File: src/rtl/sw_pkg.sv
// -----------------------------------------------------------------------------
// sw_pkg
// Shared definitions for the stopwatch mode controller: FSM state encoding
// (also driven onto the debug/LED state port) and default timing constants.
// -----------------------------------------------------------------------------
package sw_pkg;

    // 10 ms of debounce at 100 MHz.
    localparam int DB_CYCLES_DEF  = 1000000;
    // clr_on pulse width; at least 2 so the counter's 2-FF edge detector sees it.
    localparam int CLR_CYCLES_DEF = 4;

    // Codes 5-7 are unused and recover to ST_IDLE.
    typedef enum logic [2:0] {
        ST_IDLE  = 3'd0,
        ST_RUN   = 3'd1,
        ST_LAP   = 3'd2,
        ST_STOP  = 3'd3,
        ST_CLEAR = 3'd4
    } state_t;

endpackage

File: src/rtl/btn_debounce.sv
// -----------------------------------------------------------------------------
// btn_debounce
// Synchronizes and debounces one raw pushbutton and emits a single-cycle
// press pulse on each accepted 0->1 transition. Releases produce no pulse.
//
// Ports:
//   rst    in   asynchronous active-low reset
//   clk    in   system clock
//   btn    in   raw, asynchronous, bouncing button level (active high)
//   press  out  registered 1-cycle pulse when the accepted level rises
// -----------------------------------------------------------------------------
module btn_debounce
    import sw_pkg::*;
#(
    parameter int DB_CYCLES = DB_CYCLES_DEF
) (
    input  logic rst,
    input  logic clk,
    input  logic btn,
    output logic press
);

    localparam int            CW      = (DB_CYCLES > 1) ? $clog2(DB_CYCLES) : 1;
    localparam logic [CW-1:0] CNT_MAX = CW'(DB_CYCLES - 1);

    logic [1:0]    sync_q;    // [0] first stage, [1] safe to use
    logic          stable;    // accepted level
    logic          stable_d;  // accepted level one cycle ago, for edge detect
    logic [CW-1:0] cnt;

    // NOTE: sequential state uses non-blocking assignments so every register
    // samples pre-edge values, e.g. the two synchronizer stages shift cleanly.
    always_ff @(posedge clk or negedge rst) begin
        if (!rst) begin
            sync_q   <= '0;
            stable   <= 1'b0;
            stable_d <= 1'b0;
            cnt      <= '0;
            press    <= 1'b0;
        end else begin
            sync_q   <= {sync_q[0], btn};
            stable_d <= stable;
            press    <= stable & ~stable_d;

            // Any sample matching the accepted level restarts the count, so
            // only an unbroken run of DB_CYCLES differing samples is accepted.
            if (sync_q[1] != stable) begin
                if (cnt == CNT_MAX) begin
                    stable <= sync_q[1];
                    cnt    <= '0;
                end else begin
                    cnt <= cnt + CW'(1);
                end
            end else begin
                cnt <= '0;
            end
        end
    end

endmodule

File: src/rtl/sw_mode_ctrl.sv
// -----------------------------------------------------------------------------
// sw_mode_ctrl
// Front-end mode controller for the stopwatch counter/prescaler. Debounces the
// run and clear pushbuttons and sequences IDLE/RUN/LAP/STOP/CLEAR.
//
// Ports:
//   rst       in   asynchronous active-low reset
//   clk       in   100 MHz system clock
//   btn_run   in   raw start/stop button
//   btn_clr   in   raw lap/clear button
//   run_md    out  counter run enable (RUN or LAP)
//   clr_on    out  counter clear request, high for CLR_CYCLES in CLEAR
//   lap_hold  out  display freeze (LAP)
//   state     out  current FSM state code
// -----------------------------------------------------------------------------
module sw_mode_ctrl
    import sw_pkg::*;
#(
    parameter int DB_CYCLES  = DB_CYCLES_DEF,
    parameter int CLR_CYCLES = CLR_CYCLES_DEF
) (
    input  logic       rst,
    input  logic       clk,
    input  logic       btn_run,
    input  logic       btn_clr,
    output logic       run_md,
    output logic       clr_on,
    output logic       lap_hold,
    output logic [2:0] state
);

    localparam int             CCW      = (CLR_CYCLES > 1) ? $clog2(CLR_CYCLES) : 1;
    localparam logic [CCW-1:0] CLR_LOAD = CCW'(CLR_CYCLES - 1);

    logic           run_ev;
    logic           clr_ev;
    state_t         state_q;
    state_t         state_nx;
    logic [CCW-1:0] clr_cnt;

    btn_debounce #(.DB_CYCLES(DB_CYCLES)) u_db_run (
        .rst   (rst),
        .clk   (clk),
        .btn   (btn_run),
        .press (run_ev)
    );

    btn_debounce #(.DB_CYCLES(DB_CYCLES)) u_db_clr (
        .rst   (rst),
        .clk   (clk),
        .btn   (btn_clr),
        .press (clr_ev)
    );

    // Next-state logic. run_ev is tested first in every state so it wins
    // over a simultaneous clr_ev, which is then simply dropped.
    // NOTE: state_nx gets a default before the case so no path leaves it
    // unassigned, which would otherwise infer a latch.
    always_comb begin
        state_nx = state_q;
        unique case (state_q)
            ST_IDLE: begin
                if (run_ev)      state_nx = ST_RUN;
                else if (clr_ev) state_nx = ST_CLEAR;
            end
            ST_RUN: begin
                if (run_ev)      state_nx = ST_STOP;
                else if (clr_ev) state_nx = ST_LAP;
            end
            ST_LAP: begin
                if (run_ev)      state_nx = ST_STOP;
                else if (clr_ev) state_nx = ST_RUN;
            end
            ST_STOP: begin
                if (run_ev)      state_nx = ST_RUN;
                else if (clr_ev) state_nx = ST_CLEAR;
            end
            ST_CLEAR: begin
                // Button events are ignored until the clear pulse completes.
                if (clr_cnt == '0) state_nx = ST_IDLE;
            end
            default: state_nx = ST_IDLE;
        endcase
    end

    // State, clear down-counter and outputs. Outputs decode state_nx so the
    // registered outputs change on the same edge as the state register.
    always_ff @(posedge clk or negedge rst) begin
        if (!rst) begin
            state_q  <= ST_IDLE;
            clr_cnt  <= '0;
            run_md   <= 1'b0;
            clr_on   <= 1'b0;
            lap_hold <= 1'b0;
        end else begin
            state_q <= state_nx;

            // Loaded with CLR_CYCLES-1 on entry; leaving when it reads zero
            // gives exactly CLR_CYCLES cycles in CLEAR.
            if (state_nx == ST_CLEAR && state_q != ST_CLEAR) begin
                clr_cnt <= CLR_LOAD;
            end else if (state_q == ST_CLEAR && clr_cnt != '0) begin
                clr_cnt <= clr_cnt - CCW'(1);
            end

            // CLEAR never decodes run_md, so run_md and clr_on are exclusive.
            run_md   <= (state_nx == ST_RUN) || (state_nx == ST_LAP);
            lap_hold <= (state_nx == ST_LAP);
            clr_on   <= (state_nx == ST_CLEAR);
        end
    end

    assign state = state_q;

endmodule

File: config.mk
export PLATFORM = sky130hd
export DESIGN_NAME = sw_mode_ctrl
export DESIGN_NICKNAME = d
export VERILOG_FILES = /design/src/rtl/sw_pkg.sv /design/src/rtl/btn_debounce.sv /design/src/rtl/sw_mode_ctrl.sv
export SDC_FILE = /design/constraint.sdc
export NUM_CORES = 1
export LEC_CHECK = 0
export BUFFER_PORTS_ARGS = -buffer_cell sky130_fd_sc_hd__buf_2
export CAP_MARGIN = 10
export CORE_ASPECT_RATIO = 1.1
export CORE_MARGIN = 5
export CORE_UTILIZATION = 40
export CTS_CLUSTER_SIZE = 12
export DETAILED_ROUTE_END_ITERATION = 8
export MAX_ROUTING_LAYER = met4
export PLACE_DENSITY = 0.62
export RECOVER_POWER = 50
export SLEW_MARGIN = 5
export SYNTH_ARGS = -nofsm -noshare
export SYNTH_HDL_FRONTEND = slang
export SYNTH_SLANG_ARGS = --single-unit
File: constraint.sdc
create_clock -name clk -period 2.1 [get_ports clk]
set_input_delay 0.315 -clock clk [delete_from_list [all_inputs] [get_ports clk]]
set_output_delay 0.315 -clock clk [all_outputs]
set_load 0.005 [all_outputs]
Word level (Yosys, flattened, before mapping) --
Index checks and enable logic that the tools add are counted.
Cells by class: add/subtract/negate cells 3, equality and inequality tests 12, multiplexer cells 14, bitwise logic cells 4, reductions and logical operators 10
Operator list (number):
- 20-bit two-way mux | 4
- 20-bit by 1-bit adder with 20-bit output (second input constant) | 2
- 20-bit equality test (second input constant) | 2
- 3-bit two-way mux | 7
- 3-bit case mux with 4 select lines | 1
- 3-bit by 2-bit equality test with 1-bit output (second input constant) | 3
- 3-bit by 1-bit equality test with 1-bit output (second input constant) | 2
- 3-bit equality test (second input constant) | 2
- 2-bit two-way mux | 2
- 2-bit AND reduction | 2
- 2-bit nonzero test | 2
- 3-bit logical NOT | 1
- 3-bit inequality test (second input constant) | 1
- 1-bit bitwise AND | 2
- 1-bit logical AND | 2
- 2-bit logical NOT | 1
- 1-bit inequality test | 2
- 1-bit NOT | 2
- 2-bit OR reduction | 1
- 2-bit by 1-bit subtractor with 2-bit output (second input constant) | 1
- 1-bit logical OR | 1
Word-level totals: register bits 58, output and inout bits 6, logic and storage cells 58

Depth between registers and ports, before layout --
depth after elaboration 6, gate-level depth with buffers 7

Hierarchy --
From an unflattened synthesis, not the netlist that was laid out.
Second synthesis, totals: cell total of the unflattened synthesis 257, area, all modules 2720.1 um^2
Modules (own cells, without submodules):
- btn_debounce (u_db_run) | instances 1, cells each 109, area each 1171.1 um^2, sequential area each 625.6 um^2
- btn_debounce (u_db_clr) | instances 1, cells each 111, area each 1166.1 um^2, sequential area each 625.6 um^2
- sw_mode_ctrl | instances 1, cells each 37, area each 382.9 um^2, sequential area each 200.2 um^2

Least setup slack after synthesis --
OpenSTA, ideal clock, no wires.
kind register to register, start point reg clr_cnt[0], end point reg run_md, setup time 0.125 ns, data arrival time 1.694 ns, data required time 1.975 ns, path slack 0.282 ns, cell stages (with the launch flop) 8, clock period less this slack 1.818 ns, cell sequence dfrtp_1 > inv_1 > ha_1 > or4b_2 > clkbuf_1 > o31ai_1 > nor2_1 > mux2_2
Between the ends: longest elaborated chain between the ends 5
RTL lines:
- start: declaration | RTL line sw_mode_ctrl.sv:39 | logic [CCW-1:0] clr_cnt;
- start signal: assignment | RTL line sw_mode_ctrl.sv:103 | clr_cnt <= clr_cnt - CCW'(1);
- 2-bit logical NOT (*) | RTL line sw_mode_ctrl.sv:80 | if (clr_cnt == '0) state_nx = ST_IDLE;
- 3-bit two-way mux (*) | RTL line sw_mode_ctrl.sv:80
- 3-bit case mux with 4 select lines (*) | RTL line sw_mode_ctrl.sv:61 | unique case (state_q)
- via state_nx[2] | RTL line sw_mode_ctrl.sv:38 | state_t state_nx;
- 3-bit by 1-bit equality test with 1-bit output or 3-bit by 2-bit equality test with 1-bit output (tied branches) | RTL line sw_mode_ctrl.sv:107 | run_md <= (state_nx == ST_RUN) || (state_nx == ST_LAP);
- 1-bit logical OR (*) | RTL line sw_mode_ctrl.sv:107
- end signal: assignment | RTL line sw_mode_ctrl.sv:107
- end: declaration | RTL line sw_mode_ctrl.sv:26 | output logic run_md,
Mark *: on every way through the listed nets, which the timed path passes. The rest lies on a longest branch. A chain may end at the register's enable or synchronous reset.

Worst setup path in the final report --
start point reg u_db_run.cnt[8], end point reg u_db_run.cnt[18]
Between the ends: longest elaborated chain between the ends 3
RTL lines:
- start: declaration | RTL line btn_debounce.sv:29 | logic [CW-1:0] cnt;
- start signal: assignment | RTL line btn_debounce.sv:52 | cnt <= cnt + CW'(1);
- 20-bit by 1-bit adder with 20-bit output or 20-bit equality test (tied branches) | RTL line btn_debounce.sv:52, btn_debounce.sv:48
- 20-bit two-way mux (*) | RTL line btn_debounce.sv:48 | if (cnt == CNT_MAX) begin
- 20-bit two-way mux (*) | RTL line btn_debounce.sv:47 | if (sync_q[1] != stable) begin
Mark *: on every way between the ends. The rest lies on a longest branch, timed or not.

==> run_results.csv <==
group,metric,value,unit
sta,rsz0062_at_grt,"no",
run_status,outcome,"completed",
logic_synthesis,synth_compound_area_share,6.639,%
sta,finClkSkew,0.01208,ns
logic_synthesis,synthArstFlopShare,100.0,%
logic_synthesis,synth_edf_count,0,
worst_setup_path,critPathCaptureType,"flop",
global_routing,grt_pass1_vias,1825,
sta,drv_slew,0,
cts,path_clk_slew,0.06,ns
cts,cts_tree,"built",
cts,cts.sinks,58,
logic_synthesis,ys_seq_area_share,53.85,%
sta,period_minus_slack,1.893,ns
final_layout,final_cell_mix,"58 x dfrtp_1, 33 x nor2_1, 19 x nand3_1, 17 x xnor2_1, 15 x nand2_1",
global_routing,grt_max_degree,59,
logic_synthesis,synthFlopType,"dfrtp_1",
cts,cts_buffers,9,
floorplanning,num_rows,31,
drt,top_layer,"met4",
global_routing,grt_overflow,0,
logic_synthesis,muxShareOfSynthArea,1.253,%
worst_setup_path,crit_arrival,2.14,ns
logic_synthesis,yosys.area_share.adder,1.393,%
drt,wl_met1,2.346,mm
power_and_ir_drop,power_density,709.9,nW/µm²
sta,post-route-period-util,90.15,%
sta,max-slew-margin-rel,16.43,%
final_layout,layout_commonest_cell,"dfrtp_1",
final_layout,nFillCells,645,
worst_hold_path,worstHoldPathType,"in -> reg",
floorplanning,dieArea,8481,µm²
cts,clock_path_buffers,2,
drt,met2_length,2.183,mm
cts,h-tree-depth,3,
drt,post-route-drc-count,0,
sta,finalHoldViolCount,0,
drt,postRouteAntennaNets,0,
logic_synthesis,synth_area,2695,µm²
logic_synthesis,ys_types,36,
placed_design,io_buffers,9,
worst_setup_path,critPathRequiredTime,2.35,ns
logic_synthesis,ys_ff_latch,58,
floorplanning,dieHeight,96.09,µm
final_layout,nets,294,
final_layout,drive_above_1_share,14.09,%
floorplanning,ios,10,
drt,via_count,1949,
drt,finalWirelength,4.736,mm
power_and_ir_drop,irDropWorstVdd,474.5,µV
sta,max_freq,528.2,MHz
placed_design,routabilityCongestion,0.7680,
worst_setup_path,crit_type,"reg -> reg",
sta,setup_viol,0,
logic_synthesis,synth-simple-area-share,24.98,%
sta,worstMarginPinSlew,1.254,ns
power_and_ir_drop,cellLeakagePower,1.278,nW
run,maxCapViolCount,0,
drt,wl_met3,142,µm
drt,vias_per_cell,5.225,
drt,avgRoutedWirePerCell,12.70,µm
floorplanning,initial_utilization,40.87,%
worst_setup_path,worstPathMaxFanout,8,
cts,clock_latency,0.33,ns
final_layout,finalInstanceArea,3069,µm²
logic_synthesis,avgSynthCellArea,10.13,µm²
drt,dr.pass1.iters,4,
logic_synthesis,yosysWarningCount,0,
final_layout,antennaDiodeCount,0,
drt,first_iter_violations,71,
cts,clockRootBuffer,"clkbuf_8",
logic_synthesis,syn_nets,273,
sta,tns,0,ns
final_layout,area_growth,13.88,%
global_routing,grt_util_all_layers,13.06,%
placed_design,place_area,2889,µm²
logic_synthesis,synth_cells,266,
global_routing,grt_pass1_wl,8.259,mm
global_routing,antenna_found_initial,0,
logic_synthesis,synth_xor_area_share,9.424,%
floorplanning,coreArea,6594,µm²
floorplanning,chipWidth,88.27,µm
worst_setup_path,startpoint_type,"flop",
placed_design,hpwlAfterDp,3.179,mm
logic_synthesis,synth_top_family_by_area,"simple AND/OR/NAND/NOR gates",
==> sequential cells by signal (all words and copies together), names as in the netlist <==
name,count
u_db_run.sync_q,2
u_db_run.press,1
clr_cnt,2
state,3
u_db_run.cnt,20
u_db_run.stable_d,1
run_md,1
u_db_clr.sync_q,2
u_db_clr.stable_d,1
u_db_clr.stable,1
u_db_run.stable,1
u_db_clr.press,1
u_db_clr.cnt,20
clr_on,1
lap_hold,1
==> critical path, stage by stage, from the launching register on <==
cell and delay [ns]:
dfrtp_1 0.45, nand4_1 0.14, or4_1 0.62, or4_4 0.46, a21oi_2 0.14
==> power breakdown <==
part	internal, mW	switching, mW	leakage, nW	total [mW]
Sequential	1.13	0.0135	0.796	1.14
Combinational	0.0185	0.0445	0.385	0.0630
Clock	0.571	0.401	0.0962	0.971
Total	1.72	0.459	1.28	2.18
==> synthesized netlist by cell type (3+ instances only) <==
library cell,n,share of area (%)
nor4b_1,3,0.98
xor2_1,12,3.9
and3_1,5,1.2
nand2_1,15,2.1
nor3_1,7,1.3
mux2_2,3,1.3
nand4b_1,3,0.98
nand4_1,8,1.9
xnor2_1,17,5.5
and4_1,3,0.98
o21ai_0,8,1.5
a21oi_1,11,2.0
or3_1,7,1.6
ha_1,3,1.4
nand3_1,19,3.5
nor4_1,9,2.1
dfrtp_1,58,54
clkbuf_1,5,0.70
inv_1,10,1.4
o31ai_1,7,1.9
nor2_1,33,4.6
==> final cells by class <==
cell class / instances / area (µm²) / share of cell area (%)
Sequential cell: 58 / 1451 / 47.29
Multi-Input combinational cell: 191 / 1187 / 38.69
Clock buffer: 12 / 145.1 / 4.729
Timing Repair Buffer: 17 / 105.1 / 3.424
Tap cell: 82 / 102.6 / 3.343
Clock inverter: 3 / 40.04 / 1.305
Inverter: 10 / 37.54 / 1.223
==> repair_timing <==
item,4_1_cts,5_1_grt
setup buffers,0,0
endpoints found under the hold margin,42,0
resized for setup,0,0
hold buffers,1,0
==> routing by layer <==
layer | GRT usage (%) | vias to the layer above
li1 | - | 984
met1 | 16.87 | 931
met2 | 18.83 | 27
met3 | 4.110 | 7
met4 | 5.793 | 0
met5 | - | -
==> stage by stage <==
step | util [%] | cells | power (mW) | hold slack [ns] | worst slack, ns
after floorplan | - | 266 | 1.190 | 0.01941 | 0.2817
after global placement | 43.81 | 357 | 1.233 | 0.3335 | 0.2872
after detailed placement | 43.81 | 357 | 1.234 | 0.3347 | 0.2347
after CTS | 46.77 | 373 | 2.215 | 0.08349 | 0.2134
after global routing | 46.55 | 373 | 2.281 | 0.06990 | 0.1122
final | 46.55 | 373 | 2.179 | 0.09455 | 0.2069
==> worst paths after layout <==
kind                            slack [ns]                            to                          from  cells after the start
worst min register to register        0.35  u_db_run.sync_q[1]$_DFF_PN0_  u_db_run.sync_q[0]$_DFF_PN0_                      0
min in group asynchronous             0.89     u_db_run.cnt[8]$_DFF_PN0_                           rst                      3
max in group asynchronous             0.44     u_db_clr.cnt[8]$_DFF_PN0_                           rst                      3
worst min-delay path                  0.09  u_db_run.sync_q[0]$_DFF_PN0_                       btn_run                      1
worst max-delay path                  0.21    u_db_run.cnt[18]$_DFF_PN0_     u_db_run.cnt[8]$_DFF_PN0_                      4
worst max register to register        0.21    u_db_run.cnt[18]$_DFF_PN0_     u_db_run.cnt[8]$_DFF_PN0_                      4
==> logic make-up (layout without fill, tap and decap cells) <==
group / Yosys count / count (layout)
AOI/OAI and AO/OA: 30 / 30
and+or+nand+nor: 126 / 126
buffers and inverters: 17 / 42
DFF: 58 / 58
muxes: 3 / 3
xor gates and xnor gates: 29 / 29
adders and majority gates: 3 / 3
Power figures use the tool's default switching activity.
